===== config.mk =====
export PLATFORM = sky130hd
export DESIGN_NAME = spi_regfile
export DESIGN_NICKNAME = d
export VERILOG_FILES = /design/src/rtl/spi_regfile.sv
export SDC_FILE = /design/constraint.sdc
export NUM_CORES = 1
export LEC_CHECK = 0
export CORE_ASPECT_RATIO = 0.9
export CORE_MARGIN = 3
export CORE_UTILIZATION = 43
export DETAILED_ROUTE_END_ITERATION = 7
export PLACE_DENSITY = 0.77
export SLEW_MARGIN = 20
export SYNTH_ARGS = -nofsm -noshare
export SYNTH_HDL_FRONTEND = slang
export SYNTH_SLANG_ARGS = --single-unit

===== constraint.sdc =====
create_clock -name clk -period 1.45 [get_ports clk]
set_input_delay 0.3625 -clock clk [delete_from_list [all_inputs] [get_ports clk]]
set_output_delay 0.3625 -clock clk [all_outputs]
set_load 0.1 [all_outputs]

===== src/rtl/spi_regfile.sv =====
// Register bank behind the SPI register-access slave: config registers with write-lock,
// a read-only hw snapshot, sticky error flags, a write counter and fast-command actions.
module spi_regfile #(
  parameter int unsigned ADDR_W = 3,
  parameter int unsigned REG_W  = 8
) (
  input  logic                           clk,
  input  logic                           nrst,
  input  logic [ADDR_W-1:0]              reg_addr,
  input  logic [REG_W-1:0]               wr_data,
  input  logic                           wr_vld,
  output logic [REG_W-1:0]               rd_data,
  input  logic [5:0]                     fastcmd,
  input  logic                           fastcmd_vld,
  output logic [7:0]                     status,
  input  logic [REG_W-1:0]               hw_in,
  output logic [(2**ADDR_W)*REG_W-1:0]   cfg,
  output logic                           irq
);

  localparam int unsigned NUM_REGS = 2**ADDR_W;
  localparam int unsigned SNAP_IDX = NUM_REGS - 1;
  localparam int unsigned LOCK_BIT = 7;
  localparam int unsigned WCNT_W   = 4;

  localparam logic [5:0] CMD_SOFTRST  = 6'h00;
  localparam logic [5:0] CMD_SNAPSHOT = 6'h01;
  localparam logic [5:0] CMD_CLRFLAGS = 6'h02;

  logic [REG_W-1:0]  r_regs [NUM_REGS];
  logic [WCNT_W-1:0] r_wcnt;
  logic              r_werr;
  logic              r_ucmd;
  logic              r_svld;

  logic w_lock;
  logic w_softrst;
  logic w_snapshot;
  logic w_clrflags;
  logic w_unknown;
  logic w_addr_ctrl;
  logic w_addr_snap;
  logic w_wr_ok;
  logic w_wr_fault;

  // Command decode and write qualification; a same-cycle soft reset swallows the write.
  always_comb begin
    w_lock      = r_regs[0][LOCK_BIT];
    w_softrst   = fastcmd_vld && (fastcmd == CMD_SOFTRST);
    w_snapshot  = fastcmd_vld && (fastcmd == CMD_SNAPSHOT);
    w_clrflags  = fastcmd_vld && (fastcmd == CMD_CLRFLAGS);
    w_unknown   = fastcmd_vld && !w_softrst && !w_snapshot && !w_clrflags;
    w_addr_ctrl = (reg_addr == ADDR_W'(0));
    w_addr_snap = (reg_addr == ADDR_W'(SNAP_IDX));
    w_wr_ok     = wr_vld && !w_softrst && (w_addr_ctrl || (!w_addr_snap && !w_lock));
    w_wr_fault  = wr_vld && !w_softrst && !w_wr_ok;
  end

  // R/W register array; the snapshot slot is only loaded from hw_in.
  always_ff @(posedge clk or negedge nrst) begin
    if (!nrst) begin
      for (int i = 0; i < int'(NUM_REGS); i++) begin
        r_regs[i] <= '0;
      end
    end else begin
      for (int i = 0; i < int'(SNAP_IDX); i++) begin
        if (w_softrst) begin
          r_regs[i] <= '0;
        end else if (w_wr_ok && (reg_addr == ADDR_W'(i))) begin
          r_regs[i] <= wr_data;
        end
      end
      if (w_snapshot) begin
        r_regs[SNAP_IDX] <= hw_in;
      end
    end
  end

  // Write counter, sticky flags and snapshot-valid.
  always_ff @(posedge clk or negedge nrst) begin
    if (!nrst) begin
      r_wcnt <= '0;
      r_werr <= 1'b0;
      r_ucmd <= 1'b0;
      r_svld <= 1'b0;
    end else begin
      if (w_softrst) begin
        r_wcnt <= '0;
      end else if (w_wr_ok) begin
        r_wcnt <= r_wcnt + WCNT_W'(1);
      end

      // A faulting write beats a same-cycle CLRFLAGS.
      if (w_softrst) begin
        r_werr <= 1'b0;
      end else if (w_wr_fault) begin
        r_werr <= 1'b1;
      end else if (w_clrflags) begin
        r_werr <= 1'b0;
      end

      if (w_softrst || w_clrflags) begin
        r_ucmd <= 1'b0;
      end else if (w_unknown) begin
        r_ucmd <= 1'b1;
      end

      if (w_snapshot) begin
        r_svld <= 1'b1;
      end else if (w_clrflags) begin
        r_svld <= 1'b0;
      end
    end
  end

  // Registered read port; samples the contents present before this edge's write.
  always_ff @(posedge clk or negedge nrst) begin
    if (!nrst) begin
      rd_data <= '0;
    end else begin
      rd_data <= r_regs[reg_addr];
    end
  end

  always_comb begin
    cfg = '0;
    for (int i = 0; i < int'(NUM_REGS); i++) begin
      cfg[i*int'(REG_W) +: REG_W] = r_regs[i];
    end
  end

  assign status = {w_lock, r_werr, r_ucmd, r_svld, r_wcnt};
  assign irq    = r_werr | r_ucmd;

endmodule


Yosys cells after proc, flatten, opt, wreduce, memory -nomap -nowiden
Cells that the tools add are included.
W data, S select, Z words.

operators by class
  bitwise operators = 2
  reductions and logical operators = 38
  equality and inequality tests = 9
  muxes and demuxes = 25
  $lt $le $gt $ge = 1
  add/subtract/negate cells = 1

operators with widths
  cell                   count
  $mux W8                16
  $bmux W8 S3            1
  $reduce_bool A2 Y1     10
  $logic_and A1 B1 Y1    17
  $eq A3 B3 Y1 const B   4
  $mux W4                2
  $eq A3 B2 Y1 const B   2
  $eq A6 B1 Y1 const B   1
  $eq A6 B2 Y1 const B   1
  $logic_not A1 Y1       6
  $logic_not A6 Y1       1
  $mux W1                6
  $add A4 B1 Y4 const B  1
  $ge A4 B4 Y1 const B   1
  $not A3 Y4             1
  $eq A3 B1 Y1 const B   1
  $logic_not A3 Y1       1
  $reduce_bool A3 Y1     1
  $logic_or A1 B1 Y1     2
  $or A1 B1 Y1           1

word-level totals
  register bits = 79
  output and inout port bits = 81
  word-level logic and storage cells = 89
  input bits = 29

Longest topological paths before layout
Gate-level depths: netlist of the first run.

  depth in word-level cells = 9
  depth in mapped cells = 6
  gate-level depth less buffers = 4

Least setup slack after synthesis of the first run
No wires, ideal clock.

  path kind = reg-to-reg
  start = register r_regs (netlist bit cfg[7])
  end = register r_wcnt[1]
  cell stages (with the launch flop) = 5
  data arrival time = 1.889 ns
  slack = -0.562 ns
  period minus slack after synthesis = 2.012 ns
  required time = 1.327 ns
  setup time = 0.123 ns
  cells stage by stage = dfrtp_1 -> o21ai_0 -> a22oi_1 -> mux2i_1 -> nor2_1

between the ends
  longest elaborated chain between the ends = 5

RTL lines
  item                             line  text
  start, declared                  30    logic [REG_W-1:0] r_regs [NUM_REGS];
  start signal, assigned by index  70    r_regs[i] <= wr_data;
  start signal, assigned by index  74    r_regs[SNAP_IDX] <= hw_in;
  $logic_not A1 Y1                 55    w_wr_ok = wr_vld && !w_softrst && (w_addr_ctrl || (!w_addr_snap && !w_lock));
  $logic_and A1 B1 Y1              55
  $logic_or A1 B1 Y1               55
  $logic_and A1 B1 Y1              55
  $reduce_bool A2 Y1 (no line)     n/a
  end signal, assigned             90    r_wcnt <= r_wcnt + WCNT_W'(1);
  end, declared                    31    logic [WCNT_W-1:0] r_wcnt;

Every way passes these cells.
A chain may end at the register's enable or synchronous reset.

Worst setup path in the final report of the first run
  start = register r_regs (netlist bit cfg[7])
  end = register r_regs (netlist bit cfg[47])

between the ends
  longest elaborated chain between the ends = 6

RTL lines
  item                          line  text
  $logic_not A1 Y1              55
  $logic_and A1 B1 Y1           55
  $logic_or A1 B1 Y1            55
  $logic_and A1 B1 Y1           55
  $logic_and A1 B1 Y1           69    end else if (w_wr_ok && (reg_addr == ADDR_W'(i))) begin
  $reduce_bool A2 Y1 (no line)  n/a

Every way passes these cells.

==> results of run 1 <==
routing by layer:
metal	routed length, µm	track usage [%]	vias to the layer above
met5	0	0	-
met4	323	9.84	0
met3	951	6.97	26
li1	-	-	1382
met1	4520	30.7	1572
met2	6190	43.8	161
flip-flops by register name, summed over array words and instances, names as in the netlist:
| name | count |
|---|---|
| cfg | 64 |
| r_wcnt | 4 |
| r_svld | 1 |
| rd_data | 8 |
| r_ucmd | 1 |
| r_werr | 1 |
cells in the mapped netlist, types with 2 or more instances:
| master | n | area [µm²] |
|---|---|---|
| or3_1 | 3 | 18.8 |
| buf_6 | 4 | 45.0 |
| dfrtp_1 | 79 | 1980 |
| clkbuf_1 | 2 | 7.51 |
| buf_4 | 7 | 52.6 |
| inv_1 | 2 | 7.51 |
| nor2_1 | 55 | 206 |
| o21ai_0 | 6 | 30.0 |
| mux2_2 | 8 | 90.1 |
| mux4_2 | 16 | 360 |
| nand3_1 | 2 | 10.0 |
| nand2_1 | 38 | 143 |
| mux2i_1 | 49 | 490 |
| a21oi_1 | 14 | 70.1 |
| buf_2 | 8 | 40.0 |
cell families (layout without fill, tap and decap cells):
kind of cell | after synthesis | count (layout)
AOI/OAI and AO/OA | 22 | 22
xor gates and xnor gates | 1 | 1
adders and majority gates | 1 | 1
buffers and inverters | 24 | 178
DFF | 79 | 79
muxes | 73 | 73
and+or+nand+nor | 113 | 113
final cells by class:
type                    count  area share (%)
repair buffers            160            37.0
flip-flops and latches     79            31.1
multi-input cells         210            26.2
well taps                 115            2.17
clock buffers              11            2.13
clock inverters             5            1.25
inverters                   2           0.113
through the flow:
step	cells	worst slack [ps]	setup TNS (ps)	area (µm²)	power (W)
after floorplan	313	-166	-4880	3860	0.00803
after global placement	552	-529	-37950	6130	0.0111
after detailed placement	552	-634	-42780	6130	0.0113
after CTS	579	-195	-4230	6540	0.0132
after global routing	582	-232	-8270	6630	0.0136
final	582	-193	-5380	6630	0.0132
worst max-delay path by stage:
| stage | startpoint | to | slack [ps] | cells past startpoint |
|---|---|---|---|---|
| after detailed placement | reg_addr[1] | r_wcnt[2]$_DFFE_PN0P_ | -630 | 6 |
| after floorplan | cfg[7]$_DFFE_PN0P_ | cfg[16]$_DFFE_PN0P_ | -170 | 5 |
| after global placement | reg_addr[2] | cfg[4]$_DFFE_PN0P_ | -530 | 4 |
| after global routing | cfg[7]$_DFFE_PN0P_ | cfg[35]$_DFFE_PN0P_ | -230 | 7 |
| final | cfg[7]$_DFFE_PN0P_ | cfg[47]$_DFFE_PN0P_ | -190 | 6 |
| after CTS | cfg[7]$_DFFE_PN0P_ | status[7] | -190 | 3 |
power by group through the flow:
stage,sequential [W],clock [W],combinational [W]
floorplan,0.00712,0,0.000908
detailed placement,0.00362,0,0.00764
global route,0.00367,0.00197,0.00797
finish,0.00360,0.00184,0.00778
global placement,0.00358,0,0.00752
CTS,0.00359,0.00186,0.00773
repair_timing:
item                                   CTS  global route
setup endpoints to repair               77            73
cloned                                   2             0
buffers inserted                        10             4
pin swaps                                8            12
endpoints found under the hold margin    0             0
resized for setup                       26            23
==> results.md, run 1 <==
Synthesis:
- The synthesized netlist devotes 0.332% of its cell area to adder and majority cells.
- Among all flip-flop cells after synthesis, the most frequent one is dfrtp_1.
- For this run, asynchronously set or reset flops after synthesis account for between 90% and 100%.
- The synthesis warning total is 0.
- After Yosys synthesis, and, or, nand and nor cells account for between 10% and 20% of the synthesized area.
- After synthesis, the share of cell area in mux cells is around 25%.
- The synthesized netlist contains 35 unique library cells.
- Sequential elements use roughly 52% of the synthesized area.
- The combinational family with the most area after synthesis is multiplexers.
- The number of synthesized flops with an enable pin is 0.
- Summing the areas of all xor and xnor instances in the mapped netlist gives 0.233% of the synthesized area.
- The post-synthesis area per instance is approximately 12 µm².
- Summing the areas of all compound-gate instances in the mapped netlist gives slightly above 3% of the synthesized area.
- The mapped netlist covers between 3000 and 4000 µm².
- The total of flip-flops plus latches after synthesis is 79.
- In the synthesized netlist, the number of instances is between 300 and 400.
- The number of nets handed over by synthesis was 343.

Floorplanning:
- The site row count is 31.
- The floorplan step defined a die boundary enclosing 9920 µm².
- The initial cell density of the core is between 40% and 50%.
- The core region area is just over 8000 µm².
- The overall die height is 94.8 µm.
- The die is 105 µm wide.
- The count of boundary I/O pins is 110.

GRT:
- The global-route wire length before repair is about 19 mm.
- The total overflow left after global routing is 0.
- Entering global routing, the biggest net connects 80 pins.
- The initial antenna violation count is 0.
- The via count of the first global-routing pass is 3522.
- In the global route stage, overall resource usage came out at 25.4%.

Final layout:
- The fraction of final layout cells with drive strength greater than 1 is between 50% and 60%.
- The area overhead of the layout relative to synthesis is 76.0%.
- The final layout net count is roughly 490.
- Counting the fill cells in the layout gives 453.
- The multi-input combinational cell area is 1740 µm².
- The most common cell after layout, fill and taps aside is buf_12.
- The count of inserted antenna diode cells is 0.
- The final standard cell utilization of the core is between 80% and 90%.
- Leaving out fill and tap cells, the most frequent cells in the layout are buf_12, dfrtp_2, nor2_1.
- The flip-flop and latch area is 2060 µm².

Power:
- The total net switching power is around 0.0065 W.
- In this run switching power makes up 49.5% of total power.
- The leakage component of the power is around 3 nW.
- The power share of the sequential group is between 20 and 30%.
- Cell internal power was estimated by the tool at around 0.0067 W.
- The peak supply drop is 1.29 mV.
- The share of total power in combinational logic is approximately 60%.
- The part of the power in the clock network is roughly 14%.
- Dividing total power by cell area gives a power density of about 2000 nW/µm².

Clock network:
- The number of H-tree levels is 3.
- The clock root buffer master is clkbuf_8.
- The number of hold buffers added after cts is 0.
- At the later pin of the worst-skew pair, clock insertion delay measures between 300 and 400 ps.
- Buffers inserted during clock tree synthesis total 9.
- TritonCTS built the clock tree.
- Clock-pin slew was measured on the worst setup and hold paths at around 80 ps.
- The number of buffers on the longest clock path is 2.
- The total number of clock tree sinks is 79.

Worst setup path:
- Across all register-to-register paths, the minimum setup slack is -190 ps.
- The type of destination of the critical path is a register.
- The worst register-to-register path has a depth of 6.
- The total buffers and inverters traversed by the critical path is 2.
- On the worst path, the slowest cell contributes a delay of 510 ps.
- Along the worst path, the maximum fanout reaches 8.
- In this run the critical register-to-register path is launched from cfg[7]$_DFFE_PN0P_.
- The critical path goes through buf_6, nor3b_4, and3_4, buf_12, mux2i_1, nor2_1.
- The element type at the critical path start is a register.
- The category of the most critical setup path is register to register.
- The reg-to-reg endpoint is cfg[47]$_DFFE_PN0P_.
- The arrival time reported for the critical path endpoint is approximately 1900 ps.
- At the worst endpoint, the required time is 1690 ps.
- The family with the most delay on the worst path is simple AND/OR/NAND/NOR gates.
- The slowest stage of the critical path belongs to the cell dfrtp_4.

Detailed routing:
- The remaining routing DRC violations is 0.
- The count of routing violations after the opening detailed-route iteration is ~120.
- The final wirelength is about 12 mm.
- The ratio of routed vias to standard cells is 5.40.
- The number of vias after detailed routing is 3141.
- Before antenna repair, the detailed router went through 4 iterations.
- Dividing the detail-routed wire length by the instance count gives 20.6 µm.
- The number of nets still failing antenna checks after routing is 0.

Place:
- The global placement routability congestion is 0.799.
- Once detailed placement completed, the half-perimeter wirelength came to about 8.1 mm.
- The number of I/O port buffers is approximately 110.

Run status:
- The final reports fail on setup timing.
- The run finished, with violations left.

Timing:
- Dividing the final minimum period by the clock period gives 113%.
- The worst clock skew on the final layout is 10.8 ps.
- For this run, the top clock speed supported by timing is ~610 MHz.
- The post-layout minimum cycle time is between 1500 and 2000 ps.
- The final count of hold timing violations is 0.
- The transition time at the pin with the least slew margin is between 400 and 500 ps.
- The number of slew-limit violations in the final report is 0.
- After layout, the worst setup slack is -193 ps.
- The headroom to the max-slew limit is ~70%.
- The worst slack on hold paths is ~5.9 ps.
- Setup repair after global routing could not meet its margin everywhere.
- The final count of negative-setup-slack endpoints is 55.

Job:
- The reported max-cap violation count is 0.

Worst hold path:
- The class of the most critical hold timing path is input port to async pin.
(Power assumes the default switching activity.)
==> run 2: changes to the inputs <==
--- a/config.mk
+++ b/config.mk
@@ -10,6 +10,7 @@
 export CORE_UTILIZATION = 43
 export DETAILED_ROUTE_END_ITERATION = 7
 export PLACE_DENSITY = 0.77
+export REMOVE_ABC_BUFFERS = 1
 export SLEW_MARGIN = 20
 export SYNTH_ARGS = -nofsm -noshare
 export SYNTH_HDL_FRONTEND = slang
==> run 2 against run 1 <==
Against the previous run:
- the run ends with hold timing, setup timing left
- non-clock buffer count increased by 14
- via count rose by 11%
- final cell count increased by 2.6%
- critical endpoint is now cfg[21]$_DFFE_PN0P_
- largest cell class unchanged
==> results.md, run 2 (same netlist as run 1, synthesis figures left out) <==
Clock network:
- The number of H-tree levels is 3 (unchanged).
- The clock tree from TritonCTS is built (unchanged).
- The clock transition time at the flip-flop clock pins of the worst setup and hold paths was 80 ps (about the same).
- The total CTS buffers came to 9 (unchanged).
- The clock latency reported for the late side of the worst-skew pair came to 360 ps (was 350 ps).
- The number of buffers on the longest clock path is 2 (unchanged).
- The number of hold buffers added after cts is 0 (unchanged).
- The total number of clock tree sinks is 79 (unchanged).
- The clock root buffer master was clkbuf_8 (unchanged).

GRT:
- The initial antenna violation count is 0 (unchanged).
- The global-route usage over all layers came to 27.1% (was 25.4%).
- The largest net degree at the start of global routing is 80 (unchanged).
- The global-route wire length before repair is 20.5 mm (was 19.1 mm).
- The via count of the first global-routing pass is 3651 (was 3522).
- The total overflow reported by the global router is 0 (unchanged).

Worst setup path:
- The reg-to-reg endpoint is cfg[21]$_DFFE_PN0P_ (was cfg[47]$_DFFE_PN0P_).
- The endpoint required time on the critical path is 1710 ps (was 1690 ps).
- The category of the most critical setup path is register to register (unchanged).
- The cell at the slowest stage of the critical path is dfrtp_2 (was dfrtp_4).
- The number of cell instances on the worst register-to-register path is 5 (was 6).
- The beginning of the worst register-to-register path is cfg[7]$_DFFE_PN0P_ (unchanged).
- The slack of the worst reg-to-reg path is -210 ps (was -190 ps).
- The highest fanout seen on the critical path is 5 (was 8).
- The type of destination of the critical path is a register (unchanged).
- The delay contributed by the slowest stage of the critical path is 470 ps (was 510 ps).
- The critical path launch point is cfg[7]$_DFFE_PN0P_ (unchanged).
- The capture point of the worst path is cfg[21]$_DFFE_PN0P_ (was cfg[47]$_DFFE_PN0P_).
- The arrival time reported for the critical path endpoint is 1920 ps (was 1880 ps).
- Ordered cell list for the critical path: nand3b_4, or3_4, buf_6, mux2i_1, nor2_1 (was buf_6, nor3b_4, and3_4, buf_12, mux2i_1, nor2_1).
- The element type at the critical path start is a register (unchanged).

Power:
- The leakage component of the power came to 3.14 nW (was 2.98 nW).
- The part of the power in the clock network was 14.9% (was 13.9%).
- The total net switching power is 0.00669 W (was 0.00655 W).
- The internal power came to 0.00668 W (was 0.00667 W).
- The power share of the sequential group is 26.8% (was 27.2%).
- The share of total power in combinational logic is 58.3% (was 58.9%).
- The total power consumption of the routed design is 0.0134 W (was 0.0132 W).
- The net switching fraction of the power is 50.1% (was 49.5%).
- The peak supply drop was 1.16 mV (was 1.29 mV).
- The power per standard cell area is 1980 nW/µm² (was 1990 nW/µm²).

Floorplanning:
- The core region area came to 8260 µm² (unchanged).
- The initial cell density of the core is 45.6% (unchanged).
- The overall die height is 94.8 µm (unchanged).
- The chip width came to 105 µm (unchanged).
- The count of boundary I/O pins is 110 (unchanged).
- The site row count is 31 (unchanged).
- The area enclosed by the die boundary is 9920 µm² (unchanged).

Final layout:
- The fraction of final layout cells with drive strength greater than 1 is 45.7% (was 56.5%).
- The final standard cell utilization of the core is 81.8% (was 80.3%).
- The number of flip-flops under the largest register name was 64 (unchanged).
- The area overhead of the layout relative to synthesis was 79.3% (was 76.0%).
- The final layout net count is 506 (was 492).
- The most common cell after layout, fill and taps aside is buf_12 (unchanged).
- Most frequent cells in the layout: buf_12, dfrtp_1, nor2_1 (was buf_12, dfrtp_2, nor2_1).

Timing:
- The headroom to the max-slew limit was 71.1% (was 70.3%).
- The worst slack on hold paths is -12.2 ps (was 5.87 ps).
- The period utilization is 114% (was 113%).
- The final count of hold timing violations came to 3 (was 0).
- The final count of negative-setup-slack endpoints is 37 (was 55).
- The post-layout minimum cycle time came to 1660 ps (was 1640 ps).
- The number of slew-limit violations in the final report was 0 (unchanged).
- The worst path setup slack after routing is -208 ps (was -193 ps).
- The transition time at the pin with the least slew margin is 434 ps (was 445 ps).
- Unrepaired setup endpoints after global routing: yes (unchanged).
- The highest clock rate is 603 MHz (was 609 MHz).
- The worst clock skew on the final layout came to 11.5 ps (was 10.8 ps).

Detailed routing:
- The number of nets still failing antenna checks after routing was 0 (unchanged).
- The number of detailed-route iterations in the first pass is 6 (was 4).
- The ratio of routed vias to standard cells is 5.84 (was 5.40).
- The number of vias after detailed routing is 3485 (was 3141).
- The count of routing violations after the opening detailed-route iteration came to 313 (was 119).
- The final wirelength is 14.6 mm (was 12.0 mm).
- The remaining routing DRC violations is 0 (unchanged).
- The wire length per cell is 24.4 µm (was 20.6 µm).

Worst hold path:
- The class of the most critical hold timing path is input port to async pin (unchanged).

Job:
- The reported max-cap violation count is 0 (unchanged).

Place:
- The number of I/O port buffers was 109 (unchanged).
- The global placement routability congestion was 0.844 (was 0.799).
- The HPWL after detailed placement is 8.06 mm (was 8.05 mm).

Run status:
- Status: finished, violations left (unchanged).
- Violated checks: hold timing, setup timing (was setup timing).
run 2: cell count changes in the layout (fill, tap and decap cells not counted), moves of 3 or more:
cell      change
buf_16        +3
dfrtp_1      +66
buf_6         +5
dfrtp_2      -65
mux2i_1       -4
buf_4         +7
clkbuf_8      +3
run 2: metal layers:
| metal | global-route usage (%) | part of all wire, % | vias to the layer above |
|---|---|---|---|
| met5 | 0 | 0 | - |
| met4 | 11.7 | 5.0 | 0 |
| met3 | 5.88 | 8.3 | 65 |
| met2 | 47.5 | 51 | 244 |
| met1 | 32.7 | 36 | 1762 |
| li1 | - | - | 1414 |
run 2: final cells by class:
type | count | area [µm²]
flip-flops and latches | 79 | 1980
clock inverters | 2 | 60.1
fillers | 405 | 1510
diodes | 1 | 2.50
clock buffers | 14 | 183
inverters | 2 | 7.51
well taps | 115 | 144
multi-input cells | 210 | 1770
repair buffers | 174 | 2610
run 2: worst max-delay path: cells and delay by family (launching register included):
kind | cells | cell delay (ps)
buf+inv | 1 | 160
simple gates | 3 | 800
mux | 1 | 130
flops | 1 | 470
run 2: stage by stage:
step / cells / area [µm²] / setup WS [ps] / hold WS [ps] / TNS (ps)
after detailed placement: 560 / 6080 / -712 / 421 / -42170
after global routing: 596 / 6750 / -214 / 39.3 / -4410
after global placement: 560 / 6080 / -542 / 412 / -39560
after CTS: 594 / 6630 / -104 / 32.6 / -980
after floorplan: 291 / 3620 / -1570 / 66.9 / -88230
final: 597 / 6750 / -208 / -12.2 / -2650
run 2: worst min path at each step:
stage,cells past startpoint,from,slack (ps),endpoint
5_1_grt,2,nrst,40,r_ucmd$_DFFE_PN0P_
6_report,2,nrst,-10,cfg[39]$_DFFE_PN0P_
3_5_place_dp,2,nrst,420,r_svld$_DFFE_PN0P_
2_1_floorplan,0,nrst,70,cfg[0]$_DFFE_PN0P_
4_1_cts,2,nrst,30,r_svld$_DFFE_PN0P_
3_3_place_gp,2,nrst,410,r_svld$_DFFE_PN0P_
run 2: power groups by stage:
stage | sequential (W) | clock [W] | combinational, W
after floorplan | 0.00708 | 0 | 0.000796
after global placement | 0.00349 | 0 | 0.00747
after detailed placement | 0.00352 | 0 | 0.00758
after CTS | 0.00351 | 0.00199 | 0.00764
after global routing | 0.00363 | 0.00207 | 0.00796
final | 0.00358 | 0.00199 | 0.00779
run 2: timing repair:
| item | CTS | global route |
|---|---|---|
| resized for setup | 37 | 34 |
| pin swaps | 4 | 10 |
| setup endpoints to repair | 74 | 65 |
| buffers inserted | 15 | 3 |
| cloned | 5 | 0 |
